`config.mk`:
```
export PLATFORM = sky130hd
export DESIGN_NAME = uart_image_loader
export DESIGN_NICKNAME = d
export VERILOG_FILES = /design/src/rtl/snn_pkg.sv /design/src/rtl/loader_timer.sv /design/src/rtl/uart_image_loader.sv
export SDC_FILE = /design/constraint.sdc
export NUM_CORES = 1
export LEC_CHECK = 0
export ABC_AREA = 0
export BUFFER_PORTS_ARGS = -buffer_cell sky130_fd_sc_hd__buf_4
export CELL_PAD_IN_SITES_DETAIL_PLACEMENT = 1
export CELL_PAD_IN_SITES_GLOBAL_PLACEMENT = 1
export CORE_ASPECT_RATIO = 1.25
export CORE_MARGIN = 2
export CORE_UTILIZATION = 44
export DETAILED_ROUTE_END_ITERATION = 8
export HOLD_SLACK_MARGIN = 0.05
export PLACE_DENSITY_LB_ADDON = 0.1
export SLEW_MARGIN = 20
export SYNTH_ARGS = -nofsm -noshare
export SYNTH_HDL_FRONTEND = slang
export SYNTH_SLANG_ARGS = --single-unit
```
`constraint.sdc`:
```
create_clock -name clk -period 2.7 [get_ports clk]
set_input_delay 0.54 -clock clk [delete_from_list [all_inputs] [get_ports clk]]
set_output_delay 0.54 -clock clk [all_outputs]
set_load 0.05 [all_outputs]
```
`src/rtl/snn_pkg.sv`:
```
// Shared types and constants for the SNN image loader.
package snn_pkg;

  localparam int IMG_PIXELS      = 784;
  localparam int BYTES_PER_FRAME = 98;

  typedef enum logic [2:0] {
    IDLE,
    LOAD,
    WAIT,
    DONE,
    HOLD
  } loader_state_t;

endpackage

```
`src/rtl/loader_timer.sv`:
```
// Inter-byte timer: counts while enabled, saturates at CYC-1 and reports expiry.
module loader_timer #(
  parameter int unsigned CYC = 5_000_000
) (
  input  logic clk,
  input  logic rst_n,
  input  logic clr,
  input  logic en,
  output logic expired
);

  localparam int unsigned W = (CYC > 1) ? $clog2(CYC) : 1;

  logic [W-1:0] cnt_q, cnt_d;

  assign expired = (cnt_q == W'(CYC - 1));

  always_comb begin
    cnt_d = cnt_q;
    if (clr) begin
      cnt_d = '0;
    end else if (en && !expired) begin
      cnt_d = cnt_q + 1'b1;
    end
  end

  always_ff @(posedge clk or negedge rst_n) begin
    if (!rst_n) begin
      cnt_q <= '0;
    end else begin
      cnt_q <= cnt_d;
    end
  end

endmodule

```
`src/rtl/uart_image_loader.sv`:
```
// Streams UART bytes into a 1-bit-wide image RAM, LSB first, and hands complete frames to the core.
// Optional inter-byte abort is enabled by defining LOADER_TIMEOUT_EN.
module uart_image_loader #(
  parameter int BYTES_PER_FRAME = snn_pkg::BYTES_PER_FRAME,
  parameter int ADDR_W          = 10,
  parameter int TIMEOUT_CYC     = 5_000_000
) (
  input  logic              clk,
  input  logic              rst_n,
  input  logic              rx_rdy,
  input  logic [7:0]        rx_data,
  input  logic              core_done,
  output logic              ram_we,
  output logic [ADDR_W-1:0] ram_addr,
  output logic              ram_data,
  output logic              frame_done,
  output logic              busy,
  output logic              overrun,
  output logic              timeout
);

  import snn_pkg::*;

  localparam int CNT_W = (BYTES_PER_FRAME > 1) ? $clog2(BYTES_PER_FRAME) : 1;

  loader_state_t     state_q, state_d;
  logic [ADDR_W-1:0] addr_q, addr_d;
  logic [CNT_W-1:0]  byte_cnt_q, byte_cnt_d;
  logic [2:0]        bit_cnt_q, bit_cnt_d;
  logic [7:0]        shreg_q, shreg_d;
  logic [7:0]        buf_q, buf_d;
  logic              buf_full_q, buf_full_d;
  logic              overrun_q, overrun_d;
  logic              drop;
  logic              timeout_evt;

`ifdef LOADER_TIMEOUT_EN
  logic tmr_clr;
  logic tmr_en;
  logic tmr_expired;

  // The timer runs from every accepted byte; only its expiry in WAIT aborts the frame.
  assign tmr_clr = rx_rdy && !drop &&
                   ((state_q == IDLE) || (state_q == LOAD) || (state_q == WAIT));
  assign tmr_en  = (state_q == LOAD) || (state_q == WAIT);

  loader_timer #(
    .CYC(TIMEOUT_CYC)
  ) u_timer (
    .clk    (clk),
    .rst_n  (rst_n),
    .clr    (tmr_clr),
    .en     (tmr_en),
    .expired(tmr_expired)
  );

  assign timeout_evt = (state_q == WAIT) && tmr_expired && !rx_rdy;
`else
  assign timeout_evt = 1'b0;
`endif

  assign ram_addr = addr_q;
  assign busy     = (state_q != IDLE);
  assign overrun  = overrun_q;
  assign timeout  = timeout_evt;

  always_comb begin
    state_d    = state_q;
    addr_d     = addr_q;
    byte_cnt_d = byte_cnt_q;
    bit_cnt_d  = bit_cnt_q;
    shreg_d    = shreg_q;
    buf_d      = buf_q;
    buf_full_d = buf_full_q;
    drop       = 1'b0;
    ram_we     = 1'b0;
    ram_data   = 1'b0;
    frame_done = 1'b0;

    case (state_q)
      IDLE: begin
        if (rx_rdy) begin
          shreg_d = rx_data;
          state_d = LOAD;
        end
      end

      LOAD: begin
        ram_we    = 1'b1;
        ram_data  = shreg_q[0];
        addr_d    = addr_q + 1'b1;
        shreg_d   = {1'b0, shreg_q[7:1]};
        bit_cnt_d = bit_cnt_q + 3'd1;
        if (bit_cnt_q != 3'd7) begin
          if (rx_rdy) begin
            if (buf_full_q) begin
              drop = 1'b1;
            end else begin
              buf_d      = rx_data;
              buf_full_d = 1'b1;
            end
          end
        end else if (byte_cnt_q == CNT_W'(BYTES_PER_FRAME - 1)) begin
          // Anything still queued belongs to no frame once the image is complete.
          state_d    = DONE;
          buf_full_d = 1'b0;
          drop       = rx_rdy || buf_full_q;
        end else begin
          byte_cnt_d = byte_cnt_q + 1'b1;
          if (buf_full_q) begin
            shreg_d    = buf_q;
            buf_d      = rx_data;
            buf_full_d = rx_rdy;
          end else if (rx_rdy) begin
            shreg_d = rx_data;
          end else begin
            state_d = WAIT;
          end
        end
      end

      WAIT: begin
        if (rx_rdy) begin
          shreg_d = rx_data;
          state_d = LOAD;
        end else if (timeout_evt) begin
          addr_d     = '0;
          byte_cnt_d = '0;
          state_d    = IDLE;
        end
      end

      DONE: begin
        frame_done = 1'b1;
        addr_d     = '0;
        byte_cnt_d = '0;
        drop       = rx_rdy;
        state_d    = HOLD;
      end

      HOLD: begin
        drop = rx_rdy;
        if (core_done) begin
          state_d = IDLE;
        end
      end

      default: begin
        state_d = IDLE;
      end
    endcase

    if (state_q == IDLE && rx_rdy) begin
      overrun_d = 1'b0;
    end else begin
      overrun_d = overrun_q | drop;
    end
  end

  always_ff @(posedge clk or negedge rst_n) begin
    if (!rst_n) begin
      state_q    <= IDLE;
      addr_q     <= '0;
      byte_cnt_q <= '0;
      bit_cnt_q  <= '0;
      shreg_q    <= '0;
      buf_q      <= '0;
      buf_full_q <= 1'b0;
      overrun_q  <= 1'b0;
    end else begin
      state_q    <= state_d;
      addr_q     <= addr_d;
      byte_cnt_q <= byte_cnt_d;
      bit_cnt_q  <= bit_cnt_d;
      shreg_q    <= shreg_d;
      buf_q      <= buf_d;
      buf_full_q <= buf_full_d;
      overrun_q  <= overrun_d;
    end
  end

endmodule
```
==> flow_summary.ini, run 1 <==
[outcome]
status = completed

[grt]
grt_start_max_net_pins = 42
grt_pass1_wl_mm = 9.94
grtUsageMet3_pct = 3.58
grt_use_met1_pct = 29.4
grt_use_met2_pct = 37.8
overflow = 0
grt_use_total_pct = 22.3
grt_pass1_vias = 1991
antenna_found_initial = 0
grt-busiest-layer = met2

[timing]
hold_ws_ns = 0.231
relSlewSlack_pct = 63.0
layout_min_cycle_time_ns = 2.33
setup_tns_ns = 0
skew_ns = 0.0102
setup_viol = 0
hold_viol = 0
slew_viol_final = 0
period_share_pct = 86.3
tightest_slew_ns = 0.553
fmax_ghz = 0.429
rsz0062_at_grt = false

[logic_synthesis]
avgSynthCellArea_sq_um = 9.11
syn-instance-count = 253
synth-seq-cells = 41
syn_nets = 270
synth_edf_count = 0
yosysTopAreaCellShare_pct = 44.5
synth_top_cell_by_area = dfrtp_1
async_flop_share_pct = 100
synthTopCellsByArea = dfrtp_1, nand2_1, o21ai_0
syn_area_sq_um = 2310
ys.flop_type = dfrtp_1
synth_cell_types = 49
yosysWarnings = 0
ys_seq_area_share_pct = 44.5

[critical_path]
critPathSlowestCell = dfrtp_1
end_kind = output port
r2r_cells = 4
r2r-start = byte_cnt_q[4]
r2r-end = buf_q[0]
cp_slowest_stage_delay_ns = 0.52
cp-start-kind = flip-flop
crit_fanout = 12
reg2reg_slack_ns = 0.50
critPathKind = reg2out
cp.required_ns = 2.16
crit_chain = or3b_1, inv_2, and2_1, buf_4
cp.arrival_ns = 1.79

[floorplan]
ios = 28
coreArea_sq_um = 5080
initial_core_util_pct = 45.4
dieArea_sq_um = 5840
row_count = 29
die_w_um = 68.8
die_h_um = 84.9

[place]
hpwl_mm = 4.28
port_buffers = 26
dp_cells = 331
gp_congestion = 0.766

[cts]
worstSkewPairLatency_ns = 0.29
cts-resized-gates = 0
cts_buffers = 5
ctsRootBufferMaster = clkbuf_8
cts.htree.levels = 2
clkTransAtPathRegs_ns = 0.08
clockBufferDepth = 2
cts_tree = done
clock_sinks = 41
cts_setup_buffers = 0
ctsHoldBuffers = 0

[cells_and_area]
drive_above_1_share_pct = 18.8
syn_to_final_growth_pct = 15.7
antenna_cells = 0
nFillCells = 608
stdcell_count = 338
final_nets = 293

[drt]
postRouteAntennaNets = 0
drt_pre_antenna_iters = 4
vias = 1991
wirelength_mm = 5.97
drt_iter0_drc = 47
drc = 0
avgRoutedWirePerCell_um = 17.7
vias_per_cell = 5.89

[flow_run]
maxCapViolCount = 0

[worst_hold_path]
hp-class = in2async

[power]
leakagePower_nw = 1.17
ir_drop_v = 0.000601
p_per_area_nw_per_um2 = 1060
-- layout make-up --
| class | instances | area [sq um] | area share, % |
|---|---|---|---|
| Sequential cell | 41 | 1030 | 38.5 |
| Clock buffer | 5 | 68.8 | 2.58 |
| Clock inverter | 2 | 35.0 | 1.31 |
| Timing Repair Buffer | 34 | 255 | 9.57 |
| Inverter | 11 | 41.3 | 1.55 |
| Tap cell | 62 | 77.6 | 2.91 |
| Multi-Input combinational cell | 183 | 1160 | 43.6 |
-- flip-flops by register name, summed over array words and instances (netlist names) --
register	cells
byte_cnt_q	7
state_q	3
buf_full_q	1
bit_cnt_q	3
overrun	1
buf_q	8
ram_addr	10
shreg_q	8
-- cells in the mapped netlist, drive strengths merged, types with 3 or more instances --
| cell | count |
|---|---|
| o21ai | 20 |
| a21oi | 11 |
| inv | 11 |
| and2 | 4 |
| o211ai | 3 |
| ha | 5 |
| nand4 | 8 |
| nand2b | 3 |
| or3 | 3 |
| o22ai | 3 |
| o31ai | 5 |
| o2111ai | 6 |
| a2bb2oi | 11 |
| clkbuf | 11 |
| nor2 | 11 |
| dfrtp | 41 |
| nand3 | 11 |
| nor2b | 4 |
| buf | 7 |
| nand2 | 37 |
| mux2 | 8 |
-- worst max path at each step --
stage / startpoint / to / slack [ns]
finish: state_q[2] / ram_data / 0.37
global route: state_q[2] / ram_data / 0.25
CTS: state_q[2] / ram_data / 0.35
detailed placement: byte_cnt_q[4] / buf_q[0] / 0.49
global placement: byte_cnt_q[4] / buf_q[1] / 0.54
floorplan: state_q[1] / ram_data / 0.33
-- report_power, final --
part,internal (mW),total [mW],switching [mW]
clock network,0.269,0.484,0.215
logic,0.501,1.32,0.816
registers,0.832,1.02,0.186
-- metal layers --
metal	share of wire [%]	vias up
met5	0	-
met4	0.92	0
met3	2.6	5
met2	51	26
met1	45	992
li1	-	968
-- cells in the final DEF (no fill, tap or decap), drive strengths merged, types with 11 or more instances in the layout --
master   instances
buf             34
nor2            11
nand2           37
o21ai           20
dfrtp           41
a2bb2oi         11
nand3           11
a21oi           11
inv             11
-- logic make-up after synthesis --
| family | count (synthesis) | share of synthesized area (%) |
|---|---|---|
| xor gates and xnor gates | 3 | 1.14 |
| adders and majority gates | 5 | 2.71 |
| AOI/OAI and AO/OA | 72 | 22.1 |
| muxes | 9 | 4.34 |
| other | 1 | 0.163 |
| and+or+nand+nor | 93 | 20.0 |
| DFF | 41 | 44.5 |
| buffers and inverters | 29 | 5.05 |
-- critical path, delay by kind of cell, from the launching register on --
kind / cells / cell delay (ns)
buffers and inverters: 2 / 0.36
and+or+nand+nor: 2 / 0.62
DFF: 1 / 0.52
-- metrics by stage --
stage	setup slack, ns	instance area (sq um)	total power [mW]	util [%]
6_report	0.369	2670	2.82	52.5
4_1_cts	0.355	2670	2.84	52.5
3_5_place_dp	0.487	2560	2.35	50.5
5_1_grt	0.254	2670	3.02	52.5
2_1_floorplan	0.326	2310	1.95	-
3_3_place_gp	0.536	2560	2.31	50.5
Note: power is estimated with default switching activity, not from simulation.
==> inputs of run 2 (changes only) <==
--- a/config.mk
+++ b/config.mk
@@ -11,10 +11,11 @@
 export CELL_PAD_IN_SITES_GLOBAL_PLACEMENT = 1
 export CORE_ASPECT_RATIO = 1.25
 export CORE_MARGIN = 2
-export CORE_UTILIZATION = 44
+export CORE_UTILIZATION = 47
 export DETAILED_ROUTE_END_ITERATION = 8
 export HOLD_SLACK_MARGIN = 0.05
 export PLACE_DENSITY_LB_ADDON = 0.1
+export RECOVER_POWER = 25
 export SLEW_MARGIN = 20
 export SYNTH_ARGS = -nofsm -noshare
 export SYNTH_HDL_FRONTEND = slang
==> constraint.sdc (replaced) <==
create_clock -name clk -period 2.95 [get_ports clk]
set_input_delay 0.59 -clock clk [delete_from_list [all_inputs] [get_ports clk]]
set_output_delay 0.59 -clock clk [all_outputs]
set_load 0.05 [all_outputs]
==> flow_summary.ini, run 2 (synthesis gave the netlist of run 1 again) <==
[outcome]
status = finished with violations
violations = max-capacitance violations, max-slew violations

[floorplan]
die_w_um = 66.7
initial_core_util_pct = 48.8
dieArea_sq_um = 5490
row_count = 28
die_h_um = 82.3
coreArea_sq_um = 4730
ios = 28

[critical_path]
critPathSlowestCell = dfrtp_1
cp.required_ns = 2.36
cp_slowest_stage_delay_ns = 0.57
crit_chain = or3b_1, inv_2, and2_1, buf_4
end_kind = output port
cp-start-kind = flip-flop
crit_fanout = 19
critPathKind = reg2out
cp.arrival_ns = 1.99
cp_top_family = simple AND/OR/NAND/NOR gates
cp_num_buf_inv = 2

[timing]
skew_ns = 0.00541
setup_slack_ns = 0.375
rsz0062_at_grt = false
setup_tns_ns = 0
hold_viol = 0
layout_min_cycle_time_ns = 2.58
tightest_slew_ns = 2.21
relSlewSlack_pct = -47.4
setup_viol = 0
fmax_ghz = 0.388
slew_viol_final = 42
period_share_pct = 87.3

[grt]
overflow = 0
grt_pass1_wl_mm = 9.93
antenna_found_initial = 0
grt_start_max_net_pins = 42
grt_use_total_pct = 23.9
grt_pass1_vias = 1996

[drt]
vias = 1973
vias_per_cell = 5.96
avgRoutedWirePerCell_um = 18.2
drc = 0
drt_iter0_drc = 68
wirelength_mm = 6.02
postRouteAntennaNets = 0
drt_pre_antenna_iters = 4

[cells_and_area]
final_nets = 287
largest_reg_flops = 10
layout_common_cells = dfrtp_1, nand2_1, buf_4
antenna_cells = 0
layout_commonest_cell = dfrtp_1
drive_above_1_share_pct = 16.6
syn_to_final_growth_pct = 12.5
final_cell_area_sq_um = 2590

[power]
leakagePower_nw = 1.13
p_switching_mw = 1.13
p_comb_share_pct = 46.8
p_per_area_nw_per_um2 = 960
pwr-share-clk_pct = 14.7
ir_drop_v = 0.000452
seqPwrFrac_pct = 38.5
power.internal_mw = 1.36
swShare_pct = 45.4

[cts]
clock_sinks = 41
cts.htree.levels = 2
worstSkewPairLatency_ns = 0.30
ctsHoldBuffers = 0
ctsRootBufferMaster = clkbuf_8
clkTransAtPathRegs_ns = 0.08
cts-resized-gates = 0
clockBufferDepth = 2
cts_buffers = 5
cts_tree = done
cts_setup_buffers = 0

[place]
port_buffers = 26
place_area_sq_um = 2520
dp_slack_ns = 0.663
hpwl_mm = 4.25
gp_congestion = 0.763

[flow_run]
maxCapViolCount = 1

[worst_hold_path]
hp-class = reg2reg
[run 2: path summary, 6_finish.rpt]
path	slack [ns]	start	cells after the start	to
worst min-delay path	0.50	bit_cnt_q[1]	2	bit_cnt_q[1]
worst max-delay path	0.37	state_q[1]	4	ram_data
min in group asynchronous	0.94	rst_n	1	buf_q[5]
worst max register to register	0.67	state_q[1]	5	buf_q[6]
worst min register to register	0.50	bit_cnt_q[1]	2	bit_cnt_q[1]
max in group asynchronous	0.75	rst_n	1	state_q[1]
[run 2: area by class of cell]
class,count,area [sq um]
Sequential cell,41,1030
Inverter,11,41.3
Fill cell,573,2130
Timing Repair Buffer,28,206
Multi-Input combinational cell,183,1160
Clock inverter,2,10.0
Clock buffer,6,72.6
Tap cell,60,75.1
[run 2: tightest hold or removal path: stages, from the launching register on]
cell and delay (ns):
dfrtp_1 0.36, nand2_1 0.05, nand2_1 0.06
[run 2: metal layers]
metal / track usage [%] / part of all wire, % / vias up
met5: 0 / 0 / -
met1: 29.5 / 44 / 975
met2: 42.4 / 51 / 38
met4: 6.73 / 1.2 / 0
met3: 4.47 / 3.2 / 8
li1: - / - / 952
[run 2: power by group through the flow]
stage / Sequential, mW / Combinational (mW) / Clock (mW)
5_1_grt: 0.989 / 1.28 / 0.397
4_1_cts: 0.956 / 1.18 / 0.374
3_3_place_gp: 0.955 / 1.13 / 0
3_5_place_dp: 0.966 / 1.17 / 0
2_1_floorplan: 1.04 / 0.742 / 0
6_report: 0.959 / 1.17 / 0.367
[run 2: metrics by stage]
| stage | power [mW] | utilization (%) | hold WS [ns] | instances |
|---|---|---|---|---|
| final | 2.49 | 54.9 | 0.500 | 331 |
| after global routing | 2.67 | 54.9 | 0.516 | 331 |
| after CTS | 2.51 | 54.9 | 0.290 | 331 |
| after detailed placement | 2.14 | 53.2 | 0.486 | 323 |
| after global placement | 2.08 | 53.2 | 0.465 | 323 |
| after floorplan | 1.78 | - | 0.294 | 253 |
